===== config.mk =====
export PLATFORM = sky130hd
export DESIGN_NAME = um_waves
export DESIGN_NICKNAME = d
export VERILOG_FILES = /design/src/rtl/um_waves.sv
export SDC_FILE = /design/constraint.sdc
export NUM_CORES = 1
export LEC_CHECK = 0
export BUFFER_PORTS_ARGS = -buffer_cell sky130_fd_sc_hd__buf_2
export CAP_MARGIN = 20
export CELL_PAD_IN_SITES_DETAIL_PLACEMENT = 0
export CELL_PAD_IN_SITES_GLOBAL_PLACEMENT = 1
export CORE_ASPECT_RATIO = 1.75
export CORE_MARGIN = 3
export CORE_UTILIZATION = 50
export DETAILED_ROUTE_END_ITERATION = 8
export PLACE_DENSITY = 0.79
export SLEW_MARGIN = 20
export SYNTH_ARGS = -nofsm -noshare
export SYNTH_HDL_FRONTEND = slang
export SYNTH_SLANG_ARGS = --single-unit

===== constraint.sdc =====
create_clock -name clk -period 3.6 [get_ports clk]
set_clock_uncertainty 0.15 [all_clocks]
set_input_delay 0.36 -clock clk [delete_from_list [all_inputs] [get_ports clk]]
set_output_delay 0.36 -clock clk [all_outputs]
set_load 0.05 [all_outputs]

===== src/rtl/um_waves.sv =====
// UART-controlled waveform generator: an 8N1 receiver decodes ASCII commands that pick
// a waveform and, when WAVES_NOISE_EN is defined, toggle additive LFSR noise on the sample.
module um_waves #(
  parameter int CLK_HZ       = 25_000_000,
  parameter int BAUD         = 9600,
  parameter int CLKS_PER_BIT = CLK_HZ / BAUD,
  parameter int TICK_DIV     = 1
) (
  input  logic       clk,
  input  logic       rst_n,
  input  logic       rx,
  output logic [7:0] uo_out
);

  localparam int CNT_W = $clog2(CLKS_PER_BIT) + 1;
  localparam logic [CNT_W-1:0] HALF_LAST = CNT_W'(CLKS_PER_BIT / 2 - 1);
  localparam logic [CNT_W-1:0] BIT_LAST  = CNT_W'(CLKS_PER_BIT - 1);
  localparam logic [15:0]      TICK_LAST = 16'(TICK_DIV - 1);

  typedef enum logic [1:0] {IDLE, START, DATA, STOP} rx_state_t;

  function automatic logic [7:0] wave_gen(input logic [2:0] sel, input logic [7:0] ph);
    logic [7:0] w;
    case (sel)
      3'b001:  w = ph;
      3'b010:  w = {8{ph[7]}};
      3'b011:  w = ~ph;
      default: w = ph[7] ? {~ph[6:0], 1'b0} : {ph[6:0], 1'b0};
    endcase
    return w;
  endfunction

  function automatic logic [7:0] add_noise(input logic [7:0] w, input logic [3:0] n);
    return w ^ {4'b0000, n};
  endfunction

  logic       rx_meta, rx_sync;
  rx_state_t  state;
  logic [CNT_W-1:0] cnt;
  logic [2:0] bit_idx;
  logic [7:0] shreg;
  logic [7:0] rx_byte;
  logic       byte_valid;
  logic [2:0] wave_sel;
  logic       noise_en;
  logic [15:0] tick_cnt;
  logic [7:0] p;
  logic [7:0] wave_p0;

  // Stage: rx synchronizer
  always_ff @(posedge clk or negedge rst_n) begin
    if (!rst_n) begin
      rx_meta <= 1'b1;
      rx_sync <= 1'b1;
    end else begin
      rx_meta <= rx;
      rx_sync <= rx_meta;
    end
  end

  // Stage: receiver control; a stop bit of 0 drops the byte silently
  always_ff @(posedge clk or negedge rst_n) begin
    if (!rst_n) begin
      state      <= IDLE;
      cnt        <= '0;
      bit_idx    <= '0;
      byte_valid <= 1'b0;
    end else begin
      byte_valid <= 1'b0;
      case (state)
        IDLE: begin
          cnt <= '0;
          if (!rx_sync) state <= START;
        end
        START: begin
          if (cnt == HALF_LAST) begin
            cnt     <= '0;
            bit_idx <= '0;
            state   <= rx_sync ? IDLE : DATA;
          end else begin
            cnt <= cnt + 1'b1;
          end
        end
        DATA: begin
          if (cnt == BIT_LAST) begin
            cnt <= '0;
            if (bit_idx == 3'd7) state <= STOP;
            else bit_idx <= bit_idx + 1'b1;
          end else begin
            cnt <= cnt + 1'b1;
          end
        end
        STOP: begin
          if (cnt == BIT_LAST) begin
            cnt        <= '0;
            state      <= IDLE;
            byte_valid <= rx_sync;
          end else begin
            cnt <= cnt + 1'b1;
          end
        end
        default: state <= IDLE;
      endcase
    end
  end

  // Receiver datapath: LSB-first shift at bit centres, captured when the stop bit is good
  always_ff @(posedge clk) begin
    if (state == DATA && cnt == BIT_LAST) shreg <= {rx_sync, shreg[7:1]};
    if (state == STOP && cnt == BIT_LAST && rx_sync) rx_byte <= shreg;
  end

  // Stage: command decode
`ifdef WAVES_NOISE_EN
  always_ff @(posedge clk or negedge rst_n) begin
    if (!rst_n) begin
      wave_sel <= 3'b000;
      noise_en <= 1'b0;
    end else if (byte_valid) begin
      case (rx_byte)
        8'h54:   wave_sel <= 3'b000;
        8'h53:   wave_sel <= 3'b001;
        8'h51:   wave_sel <= 3'b010;
        8'h52:   wave_sel <= 3'b011;
        8'h4E:   noise_en <= 1'b1;
        8'h46:   noise_en <= 1'b0;
        default: ;
      endcase
    end
  end
`else
  assign noise_en = 1'b0;

  always_ff @(posedge clk or negedge rst_n) begin
    if (!rst_n) begin
      wave_sel <= 3'b000;
    end else if (byte_valid) begin
      case (rx_byte)
        8'h54:   wave_sel <= 3'b000;
        8'h53:   wave_sel <= 3'b001;
        8'h51:   wave_sel <= 3'b010;
        8'h52:   wave_sel <= 3'b011;
        default: ;
      endcase
    end
  end
`endif

  // Stage: phase accumulator, free-running and untouched by commands
  always_ff @(posedge clk or negedge rst_n) begin
    if (!rst_n) begin
      tick_cnt <= '0;
      p        <= '0;
    end else if (tick_cnt == TICK_LAST) begin
      tick_cnt <= '0;
      p        <= p + 1'b1;
    end else begin
      tick_cnt <= tick_cnt + 1'b1;
    end
  end

  assign wave_p0 = wave_gen(wave_sel, p);

  // Stage: output register, optional noise on the low nibble
`ifdef WAVES_NOISE_EN
  logic [7:0] lfsr;

  always_ff @(posedge clk or negedge rst_n) begin
    if (!rst_n) lfsr <= 8'h01;
    else        lfsr <= {lfsr[6:0], lfsr[7] ^ lfsr[5] ^ lfsr[4] ^ lfsr[3]};
  end

  always_ff @(posedge clk or negedge rst_n) begin
    if (!rst_n)        uo_out <= 8'h00;
    else if (noise_en) uo_out <= add_noise(wave_p0, lfsr[3:0]);
    else               uo_out <= wave_p0;
  end
`else
  always_ff @(posedge clk or negedge rst_n) begin
    if (!rst_n) uo_out <= 8'h00;
    else        uo_out <= (noise_en ? add_noise(wave_p0, 4'h0) : wave_p0);
  end
`endif

endmodule


==> After elaboration in Yosys (flattened, before gate mapping) <==
Cells that the tools add are included.
W data, S select, Z words.
{ "classes": {"eq_ne": 19, "n_bitwise": 2, "n_addsub": 4, "n_mux": 20, "n_reduce_logical": 11} }
{ "ops": {"columns": ["cell", "count"], "rows": [
  ["$pmux W13 S3", 1],
  ["$eq A8 B7 Y1 const B", 4],
  ["$mux W13", 2],
  ["$pmux W8 S3", 1],
  ["$add A16 B1 Y16 const B", 1],
  ["$logic_not A16 Y1", 1],
  ["$mux W16", 1],
  ["$add A13 B1 Y13 const B", 1],
  ["$eq A13 B11 Y1 const B", 1],
  ["$eq A13 B12 Y1 const B", 1],
  ["$mux W2", 6],
  ["$ne A2 B2 Y1 const B", 6],
  ["$pmux W3 S4", 1],
  ["$mux W3", 3],
  ["$add A8 B1 Y8 const B", 1],
  ["$mux W8", 1],
  ["$not A8 Y8", 1],
  ["$pmux W2 S4", 1],
  ["$not A7 Y7", 1],
  ["$eq A3 B2 Y1 const B", 2],
  ["$pmux W3 S2", 1],
  ["$reduce_and A5 Y1", 1],
  ["$eq A2 B2 Y1 const B", 2],
  ["$reduce_and A4 Y1", 1],
  ["11 further kinds", 14]
]} }
{ "word_totals": {"word_cells": 68, "ff_bits": 72, "in_bits": 3, "output_inout_bits": 8} }

==> Longest topological paths before layout <==
Gate-level depths: netlist (run 1).
{ "depth": {"word_depth": 4, "ltp_mapped": 7, "mapped_depth_nobuf": 6} }

==> Worst setup path after synthesis (run 1) <==
OpenSTA, ideal clock, no wires.
{ "synth_path": {"path_kind": "register to register", "from": "reg cnt[6]", "to": "reg rx_byte[0], enable pin", "period_less_slack_ns": 2.905, "required_ns": 3.055, "path_slack_ns": 0.695, "arrival_ns": 2.361, "path_buffers": 0, "setup_time_ns": 0.395, "stages_incl_launch_ff": 4, "cell_sequence": "dfrtp_1 -> or3_1 -> or4b_2 -> nor4_1"} }
{ "synth_via": {"elab_chain_len": 3} }
{ "synth_lines": {"columns": ["element", "line_no", "source"], "rows": [
  ["start, declared", "39", "logic [CNT_W-1:0] cnt;"],
  ["start signal, assigned", "81", "cnt <= cnt + 1'b1;"],
  ["start signal, assigned", "90", "cnt <= cnt + 1'b1;"],
  ["start signal, assigned", "99", "cnt <= cnt + 1'b1;"],
  ["$eq A13 B12 Y1", "110", "if (state == STOP && cnt == BIT_LAST && rx_sync) rx_byte <= shreg;"],
  ["$logic_and A1 B1 Y1 (2 in a row)", "110", null],
  ["end signal, assigned", "110", null],
  ["end, declared", "42", "logic [7:0] rx_byte;"]
]} }
No other way between the ends.
A chain may end at the register's enable or synchronous reset.

==> Worst setup path in the final report (run 1) <==
{ "layout_path": {"from": "reg cnt[4]", "to": "reg shreg[5], enable pin"} }
{ "layout_via": {"elab_chain_len": 2} }
{ "layout_lines": {"columns": ["element", "line_no", "source"], "rows": [
  ["$eq A13 B12 Y1", "109", "if (state == DATA && cnt == BIT_LAST) shreg <= {rx_sync, shreg[7:1]};"],
  ["$logic_and A1 B1 Y1", "109", null],
  ["end signal, assigned", "109", null],
  ["end, declared", "41", "logic [7:0] shreg;"]
]} }
No other way between the ends.

==> summary.log, run 1 <==
INFO  synthesis      synth_area_per_cell=11.5squm
INFO  finish         mostFrequentLayoutCell=sky130_fd_sc_hd__dfrtp_1
INFO  clock_network  tritoncts=yes
INFO  worst_setup_path cp_slowest_stage_delay=660ps
INFO  synthesis      synth_edf_count=16
INFO  synthesis      ys_ff_latch=71
INFO  worst_setup_path required=3430ps
INFO  synthesis      synth_nets=291
INFO  finish         areaGrowthSynthToFinish=10.0%
INFO  floorplanning  initial_core_util=0.518
INFO  power          power_report.internal_total=1.14mW
INFO  finish         drive_above_1_share=0.103
INFO  placement      dp_hpwl=3860um
INFO  synthesis      yosys.area_share.simple=0.208
INFO  timing         finalHoldWorstSlack=207ps
INFO  finish         layout.cells.most_common_list=sky130_fd_sc_hd__dfrtp_1 (53), sky130_fd_sc_hd__xnor2_1 (31), sky130_fd_sc_hd__nor2_1 (28)
INFO  routing        drtPass1Iterations=4
INFO  worst_hold_path worstHoldStart=rx_meta
INFO  power          leakage=1.49nW
INFO  worst_setup_path cp.arrival=2490ps
INFO  worst_setup_path critPathLaunch=cnt[4]
INFO  global_route   grt_max_degree=32
INFO  clock_network  number_of_buffers_created_by_cts=9
INFO  synthesis      synthDistinctLibCells=44
INFO  synthesis      main_synth_ff_type=sky130_fd_sc_hd__dfrtp_1
INFO  global_route   grt_pass1_vias=2061
INFO  routing        route.detailed.drc=0
INFO  power          power_switching_share=0.202
INFO  routing        vias=2089
INFO  synthesis      synth_top_family_by_area=simple AND/OR/NAND/NOR gates
INFO  worst_setup_path reg_to_reg_startpoint=cnt[4]
INFO  global_route   grt_first_pass_wirelength=9350um
INFO  routing        drt_iter0_drc=67
INFO  placement      globalplace.congestion=0.751
INFO  timing         final_hold_viol_count=0
INFO  floorplanning  rows=38
INFO  power          share_comb_of_total_power=0.010
INFO  global_route   grt_antenna_before_repair=0
INFO  placement      number_of_placed_instances_with_taps_included=363
INFO  global_route   grt_usage=0.167
INFO  floorplanning  die_width=66.8um
INFO  run_status     run_status=complete, no violations
INFO  synthesis      synth.yosys.warnings=0
INFO  synthesis      postSynth.asyncResetShare=0.775
INFO  timing         finalCritPeriodShare=0.741
INFO  worst_setup_path cp-start-kind=register
INFO  run            drv_cap=0
INFO  routing        antenna_left=0
INFO  synthesis      synth-xor-area-share=0.111
INFO  finish         insertedDiodeCount=0
INFO  floorplanning  floorplan.io_pins=11
INFO  power          report.power.total=1.43mW
INFO  worst_setup_path critPathKind=reg2reg
INFO  synthesis      synth_fa_ha_area_frac=0.0271
INFO  timing         max_freq=0.375GHz
INFO  synthesis      post_synth_inst_count=281
INFO  power          power_density=403nW/um^2
INFO  finish         final_net_count=306
INFO  floorplanning  core_area=6230squm
INFO  floorplanning  die_h=112um
INFO  finish         final_cells=381
INFO  clock_network  clock_latency=350ps
INFO  clock_network  clk_root_buffer_cell=sky130_fd_sc_hd__clkbuf_8
INFO  synthesis      seq_area_frac_synth=0.576
INFO  clock_network  post_cts_resize_count=0
INFO  timing         fin_setup_tns=0ps
INFO  clock_network  cts_max_path_buffers=2
INFO  floorplanning  die_area=7500squm
INFO  clock_network  htree_num_levels=3
INFO  worst_setup_path worst_path_max_delay_cell=sky130_fd_sc_hd__or4_1
INFO  clock_network  clk_transition_reported_paths=70ps
INFO  worst_setup_path critPathCaptureType=register
INFO  power          seq_power_share=0.574
INFO  timing         setup_viol=0
INFO  power          clockPowerShare=0.415
INFO  routing        post_drt_via_cell_ratio=5.48
INFO  worst_hold_path tightest_hold_check_type=reg2reg
INFO  timing         timing.final.max_slew_violations=0
INFO  worst_setup_path timing.critical_path.cells=or4b_1 > or4_1 > nor2_1
INFO  worst_setup_path worstPathMaxFanout=11
INFO  power          p_sw=0.289mW
INFO  timing         period_minus_ws_final=2670ps
INFO  timing         tightestPinTransition=592ps
INFO  power          ir_worst_vdd=0.000287V
INFO  routing        drt_wl_total=5420um
INFO  placement      io_buffers=10
INFO  global_route   grt_overflow=0
INFO  synthesis      share_of_synthesized_area_spent_on_multiplexers=0.0101
INFO  timing         slew-limit-headroom=0.605
INFO  synthesis      synth-compound-area-share=0.0480
INFO  timing         rsz0062_at_grt=no
INFO  routing        wl_per_cell=14.2um
INFO  synthesis      synth_area=3230squm
INFO  clock_network  clock-sinks=71
-- critical path, delay by kind of cell, from the launching register on --
family | cells | cell delay (ps)
flops | 1 | 440
simple gates | 3 | 1710
-- cell usage after synthesis (4+ instances only) --
| cell | n | area share |
|---|---|---|
| sky130_fd_sc_hd__a21oi_1 | 4 | 0.0062 |
| sky130_fd_sc_hd__and3_1 | 10 | 0.019 |
| sky130_fd_sc_hd__and4_1 | 4 | 0.011 |
| sky130_fd_sc_hd__clkbuf_1 | 6 | 0.0070 |
| sky130_fd_sc_hd__dfrtp_1 | 53 | 0.41 |
| sky130_fd_sc_hd__edfxtp_1 | 16 | 0.15 |
| sky130_fd_sc_hd__ha_1 | 7 | 0.027 |
| sky130_fd_sc_hd__inv_1 | 5 | 0.0058 |
| sky130_fd_sc_hd__nand2_1 | 15 | 0.017 |
| sky130_fd_sc_hd__nand2b_1 | 5 | 0.0097 |
| sky130_fd_sc_hd__nand3_1 | 15 | 0.023 |
| sky130_fd_sc_hd__nand4_1 | 10 | 0.019 |
| sky130_fd_sc_hd__nor2_1 | 28 | 0.033 |
| sky130_fd_sc_hd__nor2b_1 | 7 | 0.014 |
| sky130_fd_sc_hd__nor3_1 | 4 | 0.0062 |
| sky130_fd_sc_hd__nor4_1 | 5 | 0.0097 |
| sky130_fd_sc_hd__nor4b_1 | 4 | 0.011 |
| sky130_fd_sc_hd__o21ai_0 | 7 | 0.011 |
| sky130_fd_sc_hd__or4_1 | 5 | 0.012 |
| sky130_fd_sc_hd__xnor2_1 | 31 | 0.084 |
| sky130_fd_sc_hd__xor2_1 | 10 | 0.027 |
-- routing by layer --
metal	vias to the layer above	routed length [um]	global-route usage
li1	1028	-	-
met1	1019	2180	0.178
met2	26	2910	0.289
met3	16	148	0.0360
met4	0	182	0.104
met5	-	0	0
-- repair_timing --
action | in CTS | in global routing
hold buffers | 2 | 0
endpoints found under the setup margin | 0 | 0
endpoints found under the hold margin | 25 | 0
setup buffers | 0 | 0
-- flip-flops by register name, summed over array words and instances (netlist names), named ones only --
name / count
uo_out: 8
wave_sel: 2
tick_cnt: 16
rx_byte: 8
byte_valid: 1
bit_idx: 3
rx_meta: 1
shreg: 8
p: 8
state: 1
rx_sync: 1
cnt: 13
-- area by class of cell --
class	count	area [sq um]
fillers	567	2680
well taps	80	100
repair buffers	14	85.1
inverters	5	18.8
flip-flops and latches	71	1860
clock buffers	12	135
clock inverters	4	47.5
multi-input cells	195	1310
-- power groups by stage --
stage / clock, mW / combinational [mW] / sequential, mW
global route: 0.655 / 0.0176 / 0.822
CTS: 0.623 / 0.0159 / 0.822
detailed placement: 0 / 0.0142 / 0.838
finish: 0.595 / 0.0146 / 0.822
global placement: 0 / 0.0139 / 0.838
floorplan: 0 / 0.000000870 / 0.838
-- worst paths after layout --
check                      slack, ps  cells after the start          end
setup / recovery                 930                      3     shreg[5]
hold / removal                   210                      0      rx_sync
setup reg to reg                 930                      3     shreg[5]
hold reg to reg                  210                      0      rx_sync
max in group asynchronous       2090                      3      rx_meta
min in group asynchronous        370                      2  wave_sel[0]
-- kinds of logic after synthesis --
logic type | after synthesis
flip-flops | 71
AND/OR/NAND/NOR | 121
AO/OA/AOI/OAI | 23
buffers and inverters | 15
multiplexers | 3
XOR/XNOR | 41
adder cells (fa/ha/maj) | 7
-- stage by stage --
step           setup WS [ps]  instance area, sq um  utilization
3_5_place_dp             883                  3350        0.538
6_report                 932                  3550        0.571
3_3_place_gp             954                  3350        0.538
5_1_grt                  737                  3550        0.571
4_1_cts                  911                  3550        0.571
2_1_floorplan            695                  3230            -
(Power assumes the default switching activity.)
==> inputs of run 2 (changes only) <==
Settings changed: CORE_UTILIZATION 50 to 45, PLACE_DENSITY 0.79 to 0.75.
Clock period 3.6 ns to 2.23 ns, I/O delays scaled along.
==> summary.log, run 2 (synthesis gave the netlist of run 1 again) <==
INFO  finish         final_core_util=0.560 [was 0.571]
INFO  placement      dp_worst_setup_slack=-19.0ps [was 883 ps]
INFO  clock_network  clk_transition_reported_paths=50ps [was 70 ps]
INFO  timing         finalHoldWorstSlack=206ps [was 207 ps]
INFO  worst_hold_path tightest_hold_check_type=reg2reg [unchanged]
INFO  routing        post_drt_via_cell_ratio=5.36 [was 5.48]
INFO  clock_network  htree_num_levels=3 [unchanged]
INFO  finish         largest_reg_flops=16 [unchanged]
INFO  floorplanning  core_area=6910squm [was 6230 sq um]
INFO  finish         drive_above_1_share=0.188 [was 0.103]
INFO  floorplanning  die_h=118um [was 112 um]
INFO  worst_setup_path critPathKind=reg2reg [unchanged]
INFO  global_route   grt_first_pass_wirelength=10300um [was 9350 um]
INFO  global_route   grt_max_degree=56 [was 32]
INFO  floorplanning  die_width=70.0um [was 66.8 um]
INFO  power          ir_worst_vdd=0.000337V [was 0.000287 V]
INFO  floorplanning  initial_core_util=0.468 [was 0.518]
INFO  finish         layout.cells.most_common_list=sky130_fd_sc_hd__dfrtp_1 (53), sky130_fd_sc_hd__xnor2_1 (31), sky130_fd_sc_hd__nor2_1 (27) [was sky130_fd_sc_hd__dfrtp_1 (53), sky130_fd_sc_hd__xnor2_1 (31), sky130_fd_sc_hd__nor2_1 (28)]
INFO  timing         rsz0062_at_grt=yes [was no]
INFO  routing        route.detailed.drc=0 [unchanged]
INFO  run_status     violations=setup timing
INFO  finish         insertedDiodeCount=0 [unchanged]
INFO  timing         setup_viol=1 [was 0]
INFO  placement      globalplace.congestion=0.769 [was 0.751]
INFO  timing         finalCritPeriodShare=1.00 [was 0.741]
INFO  routing        drt_iter0_drc=72 [was 67]
INFO  clock_network  clock-sinks=71 [unchanged]
INFO  power          power_density=698nW/um^2 [was 403 nW/um^2]
INFO  finish         fillCellCount=596 [was 567]
INFO  clock_network  number_of_buffers_created_by_cts=9 [unchanged]
INFO  run_status     run_status=complete, but fails checks [was complete, no violations]
INFO  routing        antenna_left=0 [unchanged]
INFO  global_route   grt_pass1_vias=2204 [was 2061]
INFO  floorplanning  floorplan.io_pins=11 [unchanged]
INFO  worst_setup_path worstPathMaxFanout=4 [was 11]
INFO  timing         period_minus_ws_final=2230ps [was 2670 ps]
INFO  worst_setup_path critPathCaptureType=register [unchanged]
INFO  timing         final_hold_viol_count=0 [unchanged]
INFO  routing        drt_wl_total=5870um [was 5420 um]
INFO  worst_setup_path required=2330ps [was 3430 ps]
INFO  worst_hold_path min_delay_path_depth=0 [unchanged]
INFO  timing         timing.final.max_slew_violations=0 [unchanged]
INFO  finish         area.sequential=1860squm [unchanged]
INFO  finish         multiInputGateArea=1370squm [was 1310 sq um]
INFO  clock_network  clk_root_buffer_cell=sky130_fd_sc_hd__clkbuf_16 [was sky130_fd_sc_hd__clkbuf_8]
INFO  global_route   grt_usage=0.159 [was 0.167]
INFO  timing         max_freq=0.448GHz [was 0.375 GHz]
INFO  routing        drtPass1Iterations=4 [unchanged]
INFO  worst_setup_path critPathLaunch=cnt[8] [was cnt[4]]
INFO  floorplanning  die_area=8270squm [was 7500 sq um]
INFO  finish         final_net_count=325 [was 306]
INFO  floorplanning  rows=40 [was 38]
INFO  global_route   grt_antenna_before_repair=0 [unchanged]
INFO  placement      io_buffers=10 [unchanged]
INFO  clock_network  cts_max_path_buffers=2 [unchanged]
INFO  power          leakage=1.65nW [was 1.49 nW]
INFO  finish         reg.largest.list=tick_cnt (16), cnt (13) [unchanged]
INFO  timing         tightestPinTransition=720ps [was 592 ps]
INFO  finish         areaGrowthSynthToFinish=19.8% [was 10.0%]
INFO  finish         largest-register=tick_cnt [unchanged]
INFO  finish         mostFrequentLayoutCell=sky130_fd_sc_hd__dfrtp_1 [unchanged]
INFO  worst_setup_path reg_to_reg_startpoint=cnt[8] [was cnt[4]]
INFO  clock_network  clock_latency=320ps [was 350 ps]
INFO  timing         slew-limit-headroom=0.520 [was 0.605]
INFO  run            drv_cap=0 [unchanged]
INFO  timing         timing.final.ws_setup=-2.79ps [was 932 ps]
INFO  clock_network  tritoncts=yes [unchanged]
INFO  worst_hold_path worstHoldStart=rx_meta [unchanged]
INFO  placement      dp_hpwl=4040um [was 3860 um]
INFO  routing        vias=2164 [was 2089]
INFO  worst_setup_path worstRegToRegCells=4 [was 3]
INFO  worst_setup_path cp.arrival=2330ps [was 2490 ps]
INFO  routing        wl_per_cell=14.5um [was 14.2 um]
INFO  worst_setup_path cp-start-kind=register [unchanged]
INFO  global_route   grt_overflow=0 [unchanged]
run 2: routing by layer:
layer	routed length, um	track usage
met3	145	0.0470
met5	0	0
met1	2390	0.170
met2	3230	0.280
met4	97	0.0743
run 2: cell type report:
class	count	area share
Clock inverter	6	0.0136
Tap cell	84	0.0272
Inverter	5	0.00485
Multi-Input combinational cell	195	0.354
Timing Repair Buffer	33	0.0608
Sequential cell	71	0.481
Clock buffer	10	0.0592
run 2: worst max-delay path, stage by stage (launching register included):
cell and delay, ps:
sky130_fd_sc_hd__dfrtp_1 370, sky130_fd_sc_hd__or4b_1 510, sky130_fd_sc_hd__or4_4 510, sky130_fd_sc_hd__or4_1 480, sky130_fd_sc_hd__a21boi_1 130
run 2: report_power, final:
group / internal [mW] / switching [mW]
sequential: 1.33 / 0.00158
clock: 0.851 / 0.494
combinational: 0.00461 / 0.0198
run 2: timing repair:
item                                    CTS  global route
setup buffers                             0             1
hold buffers                              2             0
endpoints found under the setup margin   11            24
pin swaps                                 1             2
resized for setup                         3             5
endpoints found under the hold margin    54             0
run 2: path summary, 6_finish.rpt:
check | end | slack (ps)
setup / recovery | bit_idx[0] | -3
hold / removal | rx_sync | 210
setup reg to reg | bit_idx[0] | -3
hold reg to reg | rx_sync | 210
max in group asynchronous | tick_cnt[8] | 1030
min in group asynchronous | bit_idx[2] | 400
run 2: per-stage QoR:
step	power [mW]	cells	TNS (ps)	cell area, sq um
after CTS	2.74	403	-0.0782	3840
after global routing	2.81	404	-1090	3870
after floorplan	1.35	281	-8.61	3270
after detailed placement	1.38	385	-137	3530
final	2.70	404	-2.79	3870
after global placement	1.38	385	0	3530
